**src/rtl/mod_button_events.sv**
```systemverilog
// mod_button_events: classifies a debounced button level into press/release
// edges and resolved gestures (single short click, double click, long press).
//
// Parameters:
//   LONG_CYCLES - hold length (clk_i cycles) that qualifies a long press (>= 2)
//   GAP_CYCLES  - max release-to-press gap (clk_i cycles) for a double click (>= 2)
// Ports:
//   clk_i      - clock, rising edge
//   rst_n_i    - synchronous active-low reset
//   btn_i      - debounced button level, 1 = pressed
//   held_o     - registered button level
//   press_o    - one-cycle pulse per press
//   release_o  - one-cycle pulse per release
//   short_o    - one-cycle pulse for a resolved single short click
//   double_o   - one-cycle pulse for a resolved double click
//   long_o     - one-cycle pulse when a hold reaches LONG_CYCLES
module mod_button_events #(
    parameter int unsigned LONG_CYCLES = 1000,
    parameter int unsigned GAP_CYCLES  = 250
) (
    input  logic clk_i,
    input  logic rst_n_i,
    input  logic btn_i,
    output logic held_o,
    output logic press_o,
    output logic release_o,
    output logic short_o,
    output logic double_o,
    output logic long_o
);

    localparam int unsigned MAX_CYCLES = (LONG_CYCLES > GAP_CYCLES) ? LONG_CYCLES : GAP_CYCLES;
    localparam int unsigned CNT_W      = $clog2(MAX_CYCLES + 1);

    localparam logic [CNT_W-1:0] LONG_LAST = CNT_W'(LONG_CYCLES - 1);
    localparam logic [CNT_W-1:0] GAP_LAST  = CNT_W'(GAP_CYCLES - 1);
    localparam logic [CNT_W-1:0] CNT_MAX   = {CNT_W{1'b1}};

    typedef enum logic [2:0] {
        S_IDLE  = 3'd0,
        S_DOWN1 = 3'd1,
        S_GAP   = 3'd2,
        S_DOWN2 = 3'd3,
        S_LONG  = 3'd4
    } state_e;

    state_e           state_q;
    logic [CNT_W-1:0] cnt_q;
    logic             btn_q;
    logic             press_q;
    logic             release_q;
    logic             short_q;
    logic             double_q;
    logic             long_q;

    logic rise_c;
    logic fall_c;
    logic long_hit_c;

    // Edge detection against the previous sampled level
    always_comb begin
        rise_c     = btn_i & ~btn_q;
        fall_c     = ~btn_i & btn_q;
        long_hit_c = btn_i & (cnt_q == LONG_LAST);
    end

    // Gesture FSM; counter restarts on every state entry and saturates otherwise
    always_ff @(posedge clk_i) begin
        if (!rst_n_i) begin
            state_q   <= S_IDLE;
            cnt_q     <= '0;
            btn_q     <= 1'b0;
            press_q   <= 1'b0;
            release_q <= 1'b0;
            short_q   <= 1'b0;
            double_q  <= 1'b0;
            long_q    <= 1'b0;
        end else begin
            btn_q     <= btn_i;
            press_q   <= rise_c;
            release_q <= fall_c;
            short_q   <= 1'b0;
            double_q  <= 1'b0;
            long_q    <= 1'b0;

            if (cnt_q != CNT_MAX) begin
                cnt_q <= cnt_q + CNT_W'(1);
            end

            case (state_q)
                S_IDLE: begin
                    if (rise_c) begin
                        state_q <= S_DOWN1;
                        cnt_q   <= '0;
                    end
                end
                S_DOWN1: begin
                    if (fall_c) begin
                        state_q <= S_GAP;
                        cnt_q   <= '0;
                    end else if (long_hit_c) begin
                        long_q  <= 1'b1;
                        state_q <= S_LONG;
                        cnt_q   <= '0;
                    end
                end
                S_GAP: begin
                    // A re-press on the timeout cycle still counts as a second click
                    if (rise_c) begin
                        state_q <= S_DOWN2;
                        cnt_q   <= '0;
                    end else if (cnt_q == GAP_LAST) begin
                        short_q <= 1'b1;
                        state_q <= S_IDLE;
                        cnt_q   <= '0;
                    end
                end
                S_DOWN2: begin
                    if (fall_c) begin
                        double_q <= 1'b1;
                        state_q  <= S_IDLE;
                        cnt_q    <= '0;
                    end else if (long_hit_c) begin
                        // Long hold on the second press discards the first click
                        long_q  <= 1'b1;
                        state_q <= S_LONG;
                        cnt_q   <= '0;
                    end
                end
                S_LONG: begin
                    if (fall_c) begin
                        state_q <= S_IDLE;
                        cnt_q   <= '0;
                    end
                end
                default: begin
                    state_q <= S_IDLE;
                    cnt_q   <= '0;
                end
            endcase
        end
    end

    assign held_o    = btn_q;
    assign press_o   = press_q;
    assign release_o = release_q;
    assign short_o   = short_q;
    assign double_o  = double_q;
    assign long_o    = long_q;

endmodule

```
**config.mk**
```make
export PLATFORM = sky130hd
export DESIGN_NAME = mod_button_events
export DESIGN_NICKNAME = d
export VERILOG_FILES = /design/src/rtl/mod_button_events.sv
export SDC_FILE = /design/constraint.sdc
export NUM_CORES = 1
export LEC_CHECK = 0
export ABC_AREA = 1
export ABC_CLOCK_PERIOD_IN_PS = 2500
export CELL_PAD_IN_SITES_DETAIL_PLACEMENT = 0
export CELL_PAD_IN_SITES_GLOBAL_PLACEMENT = 1
export CORE_MARGIN = 2
export CORE_UTILIZATION = 30
export DETAILED_ROUTE_END_ITERATION = 7
export DONT_BUFFER_PORTS = 1
export PLACE_DENSITY = 0.66
export SLEW_MARGIN = 5
export SYNTH_ARGS = -nofsm -noshare
export SYNTH_HDL_FRONTEND = slang
export SYNTH_SLANG_ARGS = --single-unit
```
**constraint.sdc**
```tcl
create_clock -name clk_i -period 2.5 [get_ports clk_i]
set_clock_uncertainty 0.15 [all_clocks]
set_input_delay 0.5 -clock clk_i [delete_from_list [all_inputs] [get_ports clk_i]]
set_output_delay 0.5 -clock clk_i [all_outputs]
set_load 0.01 [all_outputs]
```
==> impl_metrics.json, run 1 <==
{
  "status": "finished, final reports clean",
  "muxShareOfSynthArea": 0,
  "clk_latency_ns": 0.30,
  "slew_headroom": 0.772,
  "cap_violations": 0,
  "crit_chain": "ha_1 -> nand2_4 -> nor2_1 -> nand3_1 -> nand2_2 -> nand3_4 -> nand2_4 -> nor2_1",
  "path_clk_slew_ns": 0.11,
  "coreArea_sq_mm": 0.00334,
  "multiInputGateArea_sq_um": 551,
  "avgSynthCellArea_sq_um": 6.69,
  "p_comb_frac": 0.123,
  "max_stage_delay_ns": 0.40,
  "cts-root-buf": "clkbuf_4",
  "fin_nets": 166,
  "numCtsBuffers": 3,
  "syn_to_final_growth_pct": 8.15,
  "syn_area_sq_mm": 0.00104,
  "synth_edf_count": 0,
  "synthAdderAreaFrac": 0.0240,
  "grt_pass1_vias": 807,
  "ctsResizeCount": 0,
  "clock_path_buffers": 2,
  "p_seq_frac": 0.591,
  "holdBufCountCts": 0,
  "worstMarginPinSlew_ns": 0.341,
  "synth_top_flop_cell": "dfxtp_1",
  "synth_simple_gate_area_share": 0.454,
  "synthesis.nets": 161,
  "finalSetupViolCount": 0,
  "die_area_sq_mm": 0.00397,
  "vias": 856,
  "antenna_found_initial": 0,
  "regArea_sq_um": 380,
  "hold-worst-slack_ns": 0.152,
  "drive_above_1_share": 0.119,
  "synth-seq-area-share": 0.365,
  "min-delay-path-class": "input pin to register",
  "gr-total-overflow": 0,
  "hpwl_um": 1620,
  "dieWidth_um": 63.0,
  "postCtsSetupBuffers": 0,
  "clockPowerShare": 0.286,
  "start_util": 0.313,
  "crit_arrival_ns": 1.73,
  "place.gp.congestion": 0.780,
  "critPathKind": "register to register",
  "leakagePower_uw": 0.000532,
  "yosys_warnings": 0,
  "worst_ir_drop_vdd_uv": 293,
  "ant_nets": 0,
  "htreeDepth": 1,
  "power_density_mw_per_mm2": 480,
  "routed_via_density": 4.16,
  "grt_max_degree": 12,
  "synth_top_area_share": 0.365,
  "netSwitchingPower_uw": 148,
  "cp_max_fo": 6,
  "design_power_total_uw": 541,
  "finalMaxSlewViolations": 0,
  "synth_top_area_cell": "dfxtp_1",
  "layout_common_cells": "nand2_1, inv_1, nor2_1",
  "ys_seq_elements": 19,
  "grt_pass1_wl_um": 3580,
  "tns_ns": 0,
  "synth_cell_type_count": 21,
  "die_h_um": 63.0,
  "cts_tree": "yes",
  "end_kind": "register",
  "period_needed_ns": 1.67,
  "synth_compound_area_frac": 0.0324,
  "io_pins": 9,
  "final_common_cell": "nand2_1",
  "num_antenna_cells": 0,
  "row_count": 21,
  "ys_top_cells_by_area": "dfxtp_1, nand2_1, inv_1",
  "cp.required_ns": 2.55,
  "p_int_uw": 393,
  "synth_xor_xnor_area_share": 0.0168,
  "wl_um": 2060,
  "track_usage": 0.113,
  "rsz0062_at_grt": "no",
  "crit_path_start_kind": "register",
  "synth_top_family_by_area": "simple AND/OR/NAND/NOR gates",
  "wl_per_cell_um": 9.98,
  "clock-sinks": 19,
  "drt_iter0_drc": 37,
  "drt-pass1-iter-count": 4,
  "fmax_mhz": 598,
  "finalHoldViolCount": 0,
  "slowest_stage": "dfxtp_1",
  "syn_inst": 156,
  "io_buffers": 0,
  "synth-async-reset-ratio": 0,
  "drc": 0,
  "swShare": 0.274,
  "fillers": 379,
  "period_share": 0.669
}
[power groups by stage]
| stage | Sequential [uW] | Combinational [uW] | Clock, uW |
|---|---|---|---|
| after global placement | 327 | 67.1 | 0 |
| after CTS | 320 | 68.0 | 169 |
| after floorplan | 325 | 54.8 | 0 |
| after global routing | 322 | 77.8 | 178 |
| after detailed placement | 327 | 67.3 | 0 |
| final | 320 | 66.6 | 155 |
[stage by stage]
stage                     setup WS (ns)  instance area [sq um]  cells   util
after floorplan                    1.06                   1040    156      -
after global placement            0.820                   1100    202  0.330
after detailed placement          0.818                   1100    202  0.330
after CTS                         0.802                   1130    206  0.338
after global routing              0.673                   1130    206  0.338
final                             0.828                   1130    206  0.338
[flip-flops by register name, summed over array words and instances (netlist names)]
signal,cells
held_o,1
release_o,1
long_o,1
press_o,1
state_q,3
double_o,1
cnt_q,10
short_o,1
[final timing paths]
| path | slack (ns) | depth (start not counted) | from | endpoint |
|---|---|---|---|---|
| min reg2reg | 0.34 | 2 | state_q[1]$_SDFFE_PN0P_ | double_o$_SDFF_PN0_ |
| max | 0.83 | 8 | cnt_q[0]$_SDFF_PN0_ | cnt_q[1]$_SDFF_PN0_ |
| max reg2reg | 0.83 | 8 | cnt_q[0]$_SDFF_PN0_ | cnt_q[1]$_SDFF_PN0_ |
| min | 0.15 | 2 | rst_n_i | state_q[1]$_SDFFE_PN0P_ |
[critical path: cells and delay by family, from the launching register on]
family	cells	cell delay, ns
flops	1	0.40
simple gates	7	0.78
fa+ha+maj	1	0.24
[cell type report]
type | count | share of cell area
clock buffer | 3 | 0.0200
clock inverter | 1 | 0.00443
sequential | 19 | 0.337
inverter | 30 | 0.0998
tap | 46 | 0.0510
multi-input combinational | 107 | 0.488
[cell families after synthesis]
logic type               Yosys count
AO/OA/AOI/OAI                      6
XOR/XNOR                           2
adder cells (fa/ha/maj)            2
buffers and inverters             30
flip-flops                        19
AND/OR/NAND/NOR                   97
[cells in the mapped netlist, types with 2 or more instances]
master,number
nand2_1,37
inv_1,28
nor2_1,28
dfxtp_1,19
nand3_1,12
nor3_1,5
a21oi_1,3
nand2_2,3
nor2_4,3
ha_1,2
inv_2,2
nand2_4,2
nand3_4,2
nor4_1,2
xor2_1,2
[layer usage]
| layer | wire [um] | GRT usage | share of wire | vias up |
|---|---|---|---|---|
| li1 | - | - | - | 477 |
| met1 | 1020 | 0.147 | 0.50 | 370 |
| met2 | 961 | 0.185 | 0.47 | 7 |
| met3 | 63 | 0.0396 | 0.031 | 2 |
| met4 | 12 | 0.00833 | 0.0058 | 0 |
| met5 | 0 | 0 | 0 | - |
Note: power is estimated with default switching activity, not from simulation.
==> inputs of run 2 (changes only) <==
Settings changed: ABC_CLOCK_PERIOD_IN_PS 2500 to 1690.
Clock period 2.5 ns to 1.69 ns, I/O delays scaled along.
==> impl_metrics.json, run 2 (synthesized netlist as in run 1, its figures left out) <==
{
  "worst_ir_drop_vdd_uv": 411,
  "clock-sinks": 19,
  "power_density_mw_per_mm2": 683,
  "place.gp.congestion": 0.804,
  "final_common_cell": "nand2_1",
  "hold-worst-slack_ns": 0.0187,
  "path_clk_slew_ns": 0.10,
  "end_kind": "register",
  "wl_met3_um": 83,
  "wl_met2_um": 908,
  "period_needed_ns": 1.53,
  "place_area_sq_mm": 0.00112,
  "vias": 880,
  "rsz0062_at_grt": "no",
  "status": "finished, final reports clean",
  "track_usage": 0.114,
  "cts-root-buf": "clkbuf_4",
  "postCtsSetupBuffers": 0,
  "fmax_mhz": 652,
  "worstMarginPinSlew_ns": 0.310,
  "numCtsBuffers": 3,
  "top_layer_used": "met4",
  "cp_max_fo": 6,
  "drc": 0,
  "wl_met1_um": 1010,
  "layout_common_cells": "nand2_1, inv_1, nor2_1",
  "cp.required_ns": 1.73,
  "slew_headroom": 0.793,
  "critPathKind": "register to register",
  "gr-total-overflow": 0,
  "period_share": 0.908,
  "finalMaxSlewViolations": 0,
  "drt_iter0_drc": 48,
  "placed_cells": 204,
  "wl_um": 2020,
  "min-delay-path-class": "input pin to register",
  "dieWidth_um": 63.0,
  "grt_max_degree": 11,
  "syn_to_final_growth_pct": 12.6,
  "wl_per_cell_um": 9.61,
  "top_register": "cnt_q",
  "design_power_total_uw": 802,
  "grt_pass1_vias": 853,
  "clock_path_buffers": 2,
  "die_area_sq_mm": 0.00397,
  "io_pins": 9,
  "grt_pass1_wl_um": 3680,
  "finalHoldViolCount": 0,
  "hpwl_um": 1580,
  "crit_arrival_ns": 1.58,
  "final_cells": 210,
  "fin_nets": 170,
  "drive_above_1_share": 0.152,
  "cts_tree": "yes",
  "design_area_sq_mm": 0.00117,
  "finalSetupViolCount": 0,
  "die_h_um": 63.0,
  "htreeDepth": 1,
  "crit_path_start_kind": "register",
  "clk_latency_ns": 0.29,
  "row_count": 21,
  "coreArea_sq_mm": 0.00334,
  "largest_reg_flops": 10,
  "cap_violations": 0,
  "reg.largest.list": "cnt_q: 10 flops, state_q: 3 flops",
  "drt-pass1-iter-count": 4,
  "antenna_found_initial": 0,
  "start_util": 0.313,
  "fillers": 395,
  "num_antenna_cells": 0,
  "routed_via_density": 4.19,
  "leakagePower_uw": 0.000546,
  "io_buffers": 0,
  "ant_nets": 0,
  "tns_ns": 0
}
## run 2: changes by cell type in the layout (fill, tap and decap cells not counted), moves of 2 or more
cell / delta
buf_4: +2
dfxtp_1: -2
dfxtp_2: +2
dlygate4sd3_1: +2
## run 2: critical path, stage by stage (launching register included)
cell and delay (ns):
dfxtp_2 0.37, ha_2 0.21, nand2_4 0.07, nor2_2 0.10, nand3_2 0.13, nand2_2 0.12, nand3_4 0.13, nand2_4 0.11
nor2_1 0.04
## run 2: path summary, 6_finish.rpt
kind / start / end / slack, ns / depth (start not counted)
max: cnt_q[0]$_SDFF_PN0_ / cnt_q[1]$_SDFF_PN0_ / 0.16 / 8
min: rst_n_i / held_o$_SDFF_PN0_ / 0.02 / 2
max reg2reg: cnt_q[0]$_SDFF_PN0_ / cnt_q[1]$_SDFF_PN0_ / 0.16 / 8
min reg2reg: state_q[1]$_SDFFE_PN0P_ / double_o$_SDFF_PN0_ / 0.35 / 2
## run 2: per-layer routing
metal,up-vias,global-route usage
li1,489,-
met1,373,0.142
met2,16,0.194
met4,0,0.0167
met5,-,0
met3,2,0.0396
## run 2: final cells by class
class | instances | area [sq um] | share of cell area
clock buffer | 4 | 26.3 | 0.0224
inverter | 30 | 113 | 0.0958
multi-input combinational | 107 | 561 | 0.477
sequential | 19 | 383 | 0.326
tap | 46 | 57.6 | 0.0490
timing repair buffer | 4 | 35.0 | 0.0298
## run 2: power by group
| part | switching [uW] | internal, uW |
|---|---|---|
| clock | 132 | 91.7 |
| combinational | 67.1 | 36.8 |
| sequential | 12.2 | 462 |
| total | 212 | 591 |
## run 2: stage by stage
| stage | util | setup slack, ns |
|---|---|---|
| global route | 0.352 | 0.0154 |
| CTS | 0.350 | 0.0365 |
| detailed placement | 0.334 | 0.0369 |
| global placement | 0.334 | 0.00720 |
| floorplan | - | 0.248 |
| finish | 0.352 | 0.155 |
## run 2: what timing repair did
item                                    CTS  global route
hold buffers                              2             0
endpoints found under the setup margin    4            11
resized for setup                         1             4
endpoints found under the hold margin     2             0
